[src/rtl/rmii_recv_word.sv]
// RMII receive front end: samples 2-bit RMII at 100/10 Mbit/s, finds preamble/SFD, packs payload into
// BYTES-wide words with sof/eof/keep and reports FCS, length and alignment status on the eof word.
module rmii_recv_word #(
  parameter int BYTES    = 4,
  parameter int GAP_10M  = 18,
  parameter int TAIL_10M = 1,
  parameter int MIN_LEN  = 64,
  parameter int MAX_LEN  = 1522
) (
  input  logic               clk,
  input  logic               rst,
  input  logic               rmii_clk,
  input  logic               fast_eth,
  input  logic [1:0]         rm_rx_data,
  input  logic               rm_crs_dv,
  output logic [8*BYTES-1:0] data,
  output logic [BYTES-1:0]   keep,
  output logic               valid,
  output logic               sof,
  output logic               eof,
  output logic               crc_ok,
  output logic               err_len,
  output logic               err_align,
  output logic               busy
);

  localparam int LW = (BYTES > 1) ? $clog2(BYTES) : 1;
  localparam int GW = $clog2(GAP_10M + 2);
  localparam int TW = $clog2(TAIL_10M + 2);
  localparam logic [31:0] RESIDUE = 32'hC704DD7B;

  typedef enum logic [2:0] {IDLE, HUNT, DATA, TAIL, FIN, DROP} state_t;
  state_t r_state, w_next;

  logic                    s_rmii_clk, s_crs_dv;
  logic [1:0]              s_rxd;
  logic                    r_rst_q, r_fast, r_hold_vld, r_sof_pend;
  logic [GW-1:0]           r_gap;
  logic [7:0]              r_sr, r_byte;
  logic [1:0]              r_dib;
  logic [15:0]             r_cnt;
  logic [LW-1:0]           r_lane;
  logic [TW-1:0]           r_tail;
  logic [31:0]             r_crc;
  logic [BYTES-1:0][7:0]   r_word, r_hold, w_word;
  logic [BYTES-1:0]        w_pkeep;
  logic [7:0]              w_dbyte;
  logic w_fast, w_samp, w_bdone, w_ovf, w_cut, w_align, w_end, w_eof, w_full, w_shift, w_sfd, w_tail_last;

  // Ethernet CRC in non-reflected register form, data fed LSB first.
  function automatic logic [31:0] crc8(input logic [31:0] c, input logic [7:0] b);
    logic [31:0] x;
    x = c;
    for (int i = 0; i < 8; i++)
      x = {x[30:0], 1'b0} ^ ((x[31] ^ b[i]) ? 32'h04C11DB7 : 32'h0);
    return x;
  endfunction

  always_ff @(posedge clk) begin
    s_rmii_clk <= rmii_clk;
    s_crs_dv   <= rm_crs_dv;
    s_rxd      <= rm_rx_data;
  end

  always_comb begin
    w_fast      = (r_state == IDLE) ? fast_eth : r_fast;
    w_samp      = s_rmii_clk && (r_gap == '0);
    w_dbyte     = {s_rxd, r_byte[7:2]};
    w_sfd       = (r_state == HUNT) && w_samp && s_crs_dv && (r_sr == 8'hD5);
    w_bdone     = w_samp && (r_dib == 2'd3) &&
                  (((r_state == DATA) && s_crs_dv) || (r_state == TAIL));
    w_ovf       = w_bdone && (r_cnt == 16'(MAX_LEN));
    w_cut       = w_samp && (r_state == DATA) && !s_crs_dv;
    w_align     = w_cut && (r_dib != 2'd0);
    w_end       = (w_cut && ((r_dib != 2'd0) || r_fast || (TAIL_10M == 0))) || (r_state == FIN);
    w_eof       = (w_end && (r_cnt != 16'd0)) || w_ovf;
    // On a 10M boundary cut the dibit under the falling crs_dv is the first of the tail byte.
    w_shift     = w_samp && (((r_state == DATA) && (s_crs_dv || (w_cut && !w_end))) ||
                             (r_state == TAIL));
    w_tail_last = w_bdone && (r_state == TAIL) && (r_tail == TW'(TAIL_10M - 1));
    w_full      = (r_lane == LW'(BYTES - 1));
    w_word      = r_word;
    w_word[r_lane] = w_dbyte;
    for (int i = 0; i < BYTES; i++)
      w_pkeep[i] = (32'(i) < 32'(r_lane));
  end

  always_comb begin
    w_next = r_state;
    case (r_state)
      IDLE: if (r_rst_q && s_crs_dv) w_next = DROP;
            else if (w_samp && s_crs_dv) w_next = HUNT;
      HUNT: if (w_samp) begin
              if (!s_crs_dv)           w_next = IDLE;
              else if (r_sr == 8'hD5)  w_next = DATA;
            end
      DATA: if (w_ovf)       w_next = DROP;
            else if (w_end)  w_next = IDLE;
            else if (w_cut)  w_next = TAIL;
      TAIL: if (w_ovf)            w_next = DROP;
            else if (w_tail_last) w_next = FIN;
      FIN:  w_next = IDLE;
      DROP: if (w_samp && !s_crs_dv) w_next = IDLE;
      default: w_next = IDLE;
    endcase
  end

  always_ff @(posedge clk) begin
    if (rst) begin
      r_state <= IDLE;      r_rst_q <= 1'b1;     r_fast <= fast_eth;
      r_gap <= '0;          r_sr <= '0;          r_byte <= '0;
      r_dib <= '0;          r_cnt <= '0;         r_lane <= '0;
      r_tail <= '0;         r_crc <= '1;         r_word <= '0;
      r_hold <= '0;         r_hold_vld <= 1'b0;  r_sof_pend <= 1'b0;
      data <= '0;           keep <= '0;          valid <= 1'b0;
      sof <= 1'b0;          eof <= 1'b0;         crc_ok <= 1'b0;
      err_len <= 1'b0;      err_align <= 1'b0;   busy <= 1'b0;
    end else begin
      r_state <= w_next;
      r_rst_q <= 1'b0;
      if (r_state == IDLE) r_fast <= fast_eth;
      if (w_samp && !w_fast)  r_gap <= GW'(GAP_10M);
      else if (r_gap != '0)   r_gap <= r_gap - 1'b1;

      valid <= 1'b0; sof <= 1'b0; eof <= 1'b0;
      crc_ok <= 1'b0; err_len <= 1'b0; err_align <= 1'b0;

      if ((r_state == IDLE || r_state == HUNT) && w_samp)
        r_sr <= (s_crs_dv && !w_sfd) ? {s_rxd, r_sr[7:2]} : 8'h00;
      else if (r_state != IDLE && r_state != HUNT)
        r_sr <= 8'h00;

      if (w_sfd) begin
        busy <= 1'b1;     r_byte <= w_dbyte;   r_dib <= 2'd1;
        r_cnt <= '0;      r_lane <= '0;        r_tail <= '0;
        r_crc <= '1;      r_word <= '0;        r_hold_vld <= 1'b0;
        r_sof_pend <= 1'b1;
      end

      if (w_shift) begin
        r_byte <= w_dbyte;
        r_dib  <= r_dib + 1'b1;
      end

      // The overflow byte is discarded; eof rides on the bytes already collected.
      if (w_bdone && !w_ovf) begin
        r_crc <= crc8(r_crc, w_dbyte);
        r_cnt <= (r_cnt == 16'hFFFF) ? r_cnt : r_cnt + 16'd1;
        if (r_state == TAIL) r_tail <= r_tail + 1'b1;
        if (r_hold_vld) begin
          valid <= 1'b1; data <= r_hold; keep <= '1;
          sof <= r_sof_pend; r_sof_pend <= 1'b0; r_hold_vld <= 1'b0;
        end
        if (w_full) begin
          r_hold <= w_word; r_hold_vld <= 1'b1; r_word <= '0; r_lane <= '0;
        end else begin
          r_word <= w_word; r_lane <= r_lane + 1'b1;
        end
      end

      if (w_eof) begin
        valid     <= 1'b1;
        eof       <= 1'b1;
        sof       <= r_sof_pend;
        data      <= r_hold_vld ? r_hold : r_word;
        keep      <= r_hold_vld ? {BYTES{1'b1}} : w_pkeep;
        crc_ok    <= !w_ovf && (r_crc == RESIDUE);
        err_len   <= w_ovf || (r_cnt < 16'(MIN_LEN)) || (r_cnt > 16'(MAX_LEN));
        err_align <= w_align;
      end
      if (w_eof || w_end) begin
        busy <= 1'b0; r_sof_pend <= 1'b0; r_hold_vld <= 1'b0;
        r_word <= '0; r_lane <= '0;
      end
    end
  end

endmodule

[config.mk]
export PLATFORM = sky130hd
export DESIGN_NAME = rmii_recv_word
export DESIGN_NICKNAME = d
export VERILOG_FILES = /design/src/rtl/rmii_recv_word.sv
export SDC_FILE = /design/constraint.sdc
export NUM_CORES = 1
export LEC_CHECK = 0
export BUFFER_PORTS_ARGS = -buffer_cell sky130_fd_sc_hd__clkbuf_2
export CORE_MARGIN = 2
export CORE_UTILIZATION = 55
export DETAILED_ROUTE_END_ITERATION = 16
export GPL_TIMING_DRIVEN = 0
export PLACE_DENSITY = 0.76
export SYNTH_ARGS = -nofsm -noshare
export SYNTH_HDL_FRONTEND = slang
export SYNTH_SLANG_ARGS = --single-unit
[constraint.sdc]
create_clock -name clk -period 2.4 [get_ports clk]
set_clock_uncertainty 0.1 [all_clocks]
set_input_delay 0.36 -clock clk [delete_from_list [all_inputs] [get_ports clk]]
set_output_delay 0.36 -clock clk [all_outputs]
set_load 0.1 [all_outputs]
==> flow_metrics.env <==
export IMPL_status="finished, violations left"
export IMPL_violations="setup timing"
export IMPL_clock_root_buffer="clkbuf_16"
export IMPL_clockBufferDepth=2
export IMPL_drc=0
export IMPL_avgSynthCellArea_sq_um=8.61
export IMPL_die_area_sq_um=18100
export IMPL_dpl_cell_area_sq_um=9880
export IMPL_yosysUniqueCellTypes=62
export IMPL_path_class="reg2reg"
export IMPL_n_antenna_cell=0
export IMPL_crit_top_cell="buf_6"
export IMPL_io_pins=50
export IMPL_synth_top_area_share_pct=40.9
export IMPL_max_freq_mhz=412
export IMPL_via_count=9133
export IMPL_wire_per_inst_um=20.7
export IMPL_h_tree_depth=4
export IMPL_hp_start="fast_eth"
export IMPL_syn_num_nets=1105
export IMPL_dp_cells=1356
export IMPL_yosys_most_used_dff="dfxtp_1"
export IMPL_synth_xor_xnor_area_share_pct=7.90
export IMPL_reg2reg_from="r_gap[1]"
export IMPL_yosysTopAreaCell="dfxtp_1"
export IMPL_crit_path_start_kind="flop"
export IMPL_layout_nets=1206
export IMPL_antenna_found_initial=0
export IMPL_portBuffers=49
export IMPL_rows=47
export IMPL_vdd_ir_drop_worst_mv=0.672
export IMPL_worstPathRequired_ns=2.60
export IMPL_layout_drive_gt1_share_pct=24.5
export IMPL_synthMuxAreaShare_pct=3.56
export IMPL_synthCells=1087
export IMPL_ys_seq_elements=191
export IMPL_finalCriticalPeriod_ns=2.43
export IMPL_grt_setup_unrepaired="yes"
export IMPL_synth_top_family_by_area="simple AND/OR/NAND/NOR gates"
export IMPL_grt_pass1_vias=8547
export IMPL_drv_slew=0
export IMPL_crit_path_end_kind="flop"
export IMPL_grt_max_degree=17
export IMPL_dp_slack_ns=-0.780
export IMPL_synth_async_reset_ratio_pct=0
export IMPL_die_w_um=134
export IMPL_maxCapViolCount=0
export IMPL_drt_iter0_drc=1175
export IMPL_crit_slowest_cell="dfxtp_2"
export IMPL_synth_compound_area_share_pct=19.8
export IMPL_gr_total_overflow=0
export IMPL_die_h_um=134
export IMPL_cts_inserted_buffers=17
export IMPL_vias_per_cell=6.43
export IMPL_final_cell_area_sq_um=11800
export IMPL_clk_pin_slew_ns=0.07
export IMPL_clkLatencyLatePin_ns=0.44
export IMPL_hp_class="in2reg"
export IMPL_path_max_fanout=8
export IMPL_wl_um=29500
export IMPL_filler_cell_count=1212
export IMPL_routabilityCongestion=0.928
export IMPL_ff2ff_setup_slack_ns=-0.03
export IMPL_yosysMostFrequentCell="dfxtp_1"
export IMPL_grt_pass1_wl_um=44900
export IMPL_yosys_warnings=0
export IMPL_drt_first_pass_iters=5
export IMPL_grtUsageTotal_pct=31.4
export IMPL_ys_top_cells_by_count="dfxtp_1 (191), nor2_1 (124), nand2_1 (96)"
export IMPL_dp_hpwl_um=18200
export IMPL_critPathMaxStageDelay_ns=0.32
export IMPL_cts_tree="yes"
export IMPL_area_growth_pct=25.8
export IMPL_finalWorstSetupSlack_ns=-0.0277
export IMPL_cp_arrival_ns=2.63
export IMPL_yosys_area_share_adder_pct=1.47
export IMPL_fin_crit_sh_pct=101
export IMPL_finalSetupViolCount=2
export IMPL_tightest_slew_ns=0.954
export IMPL_core_sq_um=16600
export IMPL_yosys_top_cells_area="dfxtp_1 (41%), a211oi_1 (5.0%), nor2_1 (5.0%)"
export IMPL_synth_area_sq_um=9360
export IMPL_ant_nets=0
export IMPL_initial_utilization_pct=56.4
export IMPL_synth_edff_count=0
export IMPL_p_leak_nw=4.05
export IMPL_relSlewSlack_pct=36.4
export IMPL_cp_startpoint="r_gap[1]"
export IMPL_total_power_mw=7.53
export IMPL_power_density_nw_per_um2=640
export IMPL_yosysSeqAreaShare_pct=40.9
export IMPL_hold_viol_final=0
export IMPL_cts_sinks=191
export IMPL_cp_cell_sequence="inv_2 > ha_4 > nor4b_4 > buf_4 > buf_6 > a41o_1 > o211ai_4 > buf_6 > buf_12 > a311oi_4 > a211oi_2"
export IMPL_final_cells=1421
export IMPL_synthSimpleGateAreaFrac_pct=21.2
repair_timing:
item	in CTS	in global routing
gates resized for setup	127	121
hold endpoints to repair	5	0
endpoints found under the setup margin	180	144
hold buffers	5	0
pin swaps	14	26
cloned	1	3
setup buffers	16	12
critical path, delay by kind of cell, from the launching register on:
family | cells | cell delay, ns
compound gates | 4 | 0.85
fa+ha+maj | 1 | 0.13
simple gates | 1 | 0.17
flops | 1 | 0.32
buf+inv | 5 | 0.72
layout by cell type, fill, tap and decap left out, types with 11 or more instances in the layout:
master / n
nand4_1: 45
buf_4: 40
o22ai_1: 25
a211oi_1: 59
dfxtp_1: 185
mux2i_1: 31
nor3b_2: 19
o21ai_0: 38
buf_6: 13
clkbuf_1: 31
and2_1: 13
clkbuf_16: 18
nand3_1: 14
a311oi_1: 17
nand2_1: 92
a311oi_2: 12
xor2_1: 16
clkbuf_2: 60
a32oi_1: 24
inv_1: 13
nor3b_1: 11
nor2_1: 118
xnor2_1: 44
clkbuf_4: 11
a21oi_1: 34
final cells by class:
type / count / area, sq um / area share, %
Multi-Input combinational cell: 782 / 5740 / 48.7
Sequential cell: 191 / 3830 / 32.5
Buffer: 95 / 647 / 5.49
Timing Repair Buffer: 85 / 572 / 4.86
Clock buffer: 18 / 439 / 3.73
Tap cell: 220 / 275 / 2.34
Clock inverter: 14 / 213 / 1.81
Inverter: 16 / 60.1 / 0.510
through the flow:
| stage | util, % | setup TNS [ns] | hold WS (ns) |
|---|---|---|---|
| after floorplan | - | 0 | 0.288 |
| after global placement | 59.6 | -76.71 | 0.354 |
| after detailed placement | 59.6 | -84.33 | 0.358 |
| after CTS | 67.8 | -0.00260 | 0.0875 |
| after global routing | 71.0 | -2.45 | 0.0843 |
| final | 71.0 | -0.0433 | 0.0873 |
kinds of logic after synthesis:
kind of cell	count (synthesis)
simple gates	394
flops	191
mux	33
compound gates	267
xor+xnor	76
fa+ha+maj	11
buf+inv	115
state kept, by name, indices dropped and copies added, names as in the netlist, 5 cells and up:
register,count
r_byte,6
r_gap,5
data,32
r_crc,32
r_word,32
r_sr,8
r_hold,32
r_cnt,16
routing by layer:
metal	GRT usage, %	wire [um]	part of all wire (%)	vias up
li1	-	-	-	4181
met1	41.8	12100	41	4353
met2	49.4	13700	46	515
met3	7.22	2850	9.7	84
met4	12.5	891	3.0	0
met5	0	0	0	-
final timing paths:
check	cells past startpoint	to
setup reg to reg	11	data[16]
hold / removal	2	r_fast
setup / recovery	11	data[16]
hold reg to reg	2	r_tail[0]
where the power goes:
group | total, mW | leakage, nW | internal, mW | switching (mW)
clock network | 3.16 | 0.320 | 1.88 | 1.28
logic | 1.04 | 2.19 | 0.495 | 0.543
registers | 3.33 | 1.55 | 3.24 | 0.0875
(Power assumes the default switching activity.)
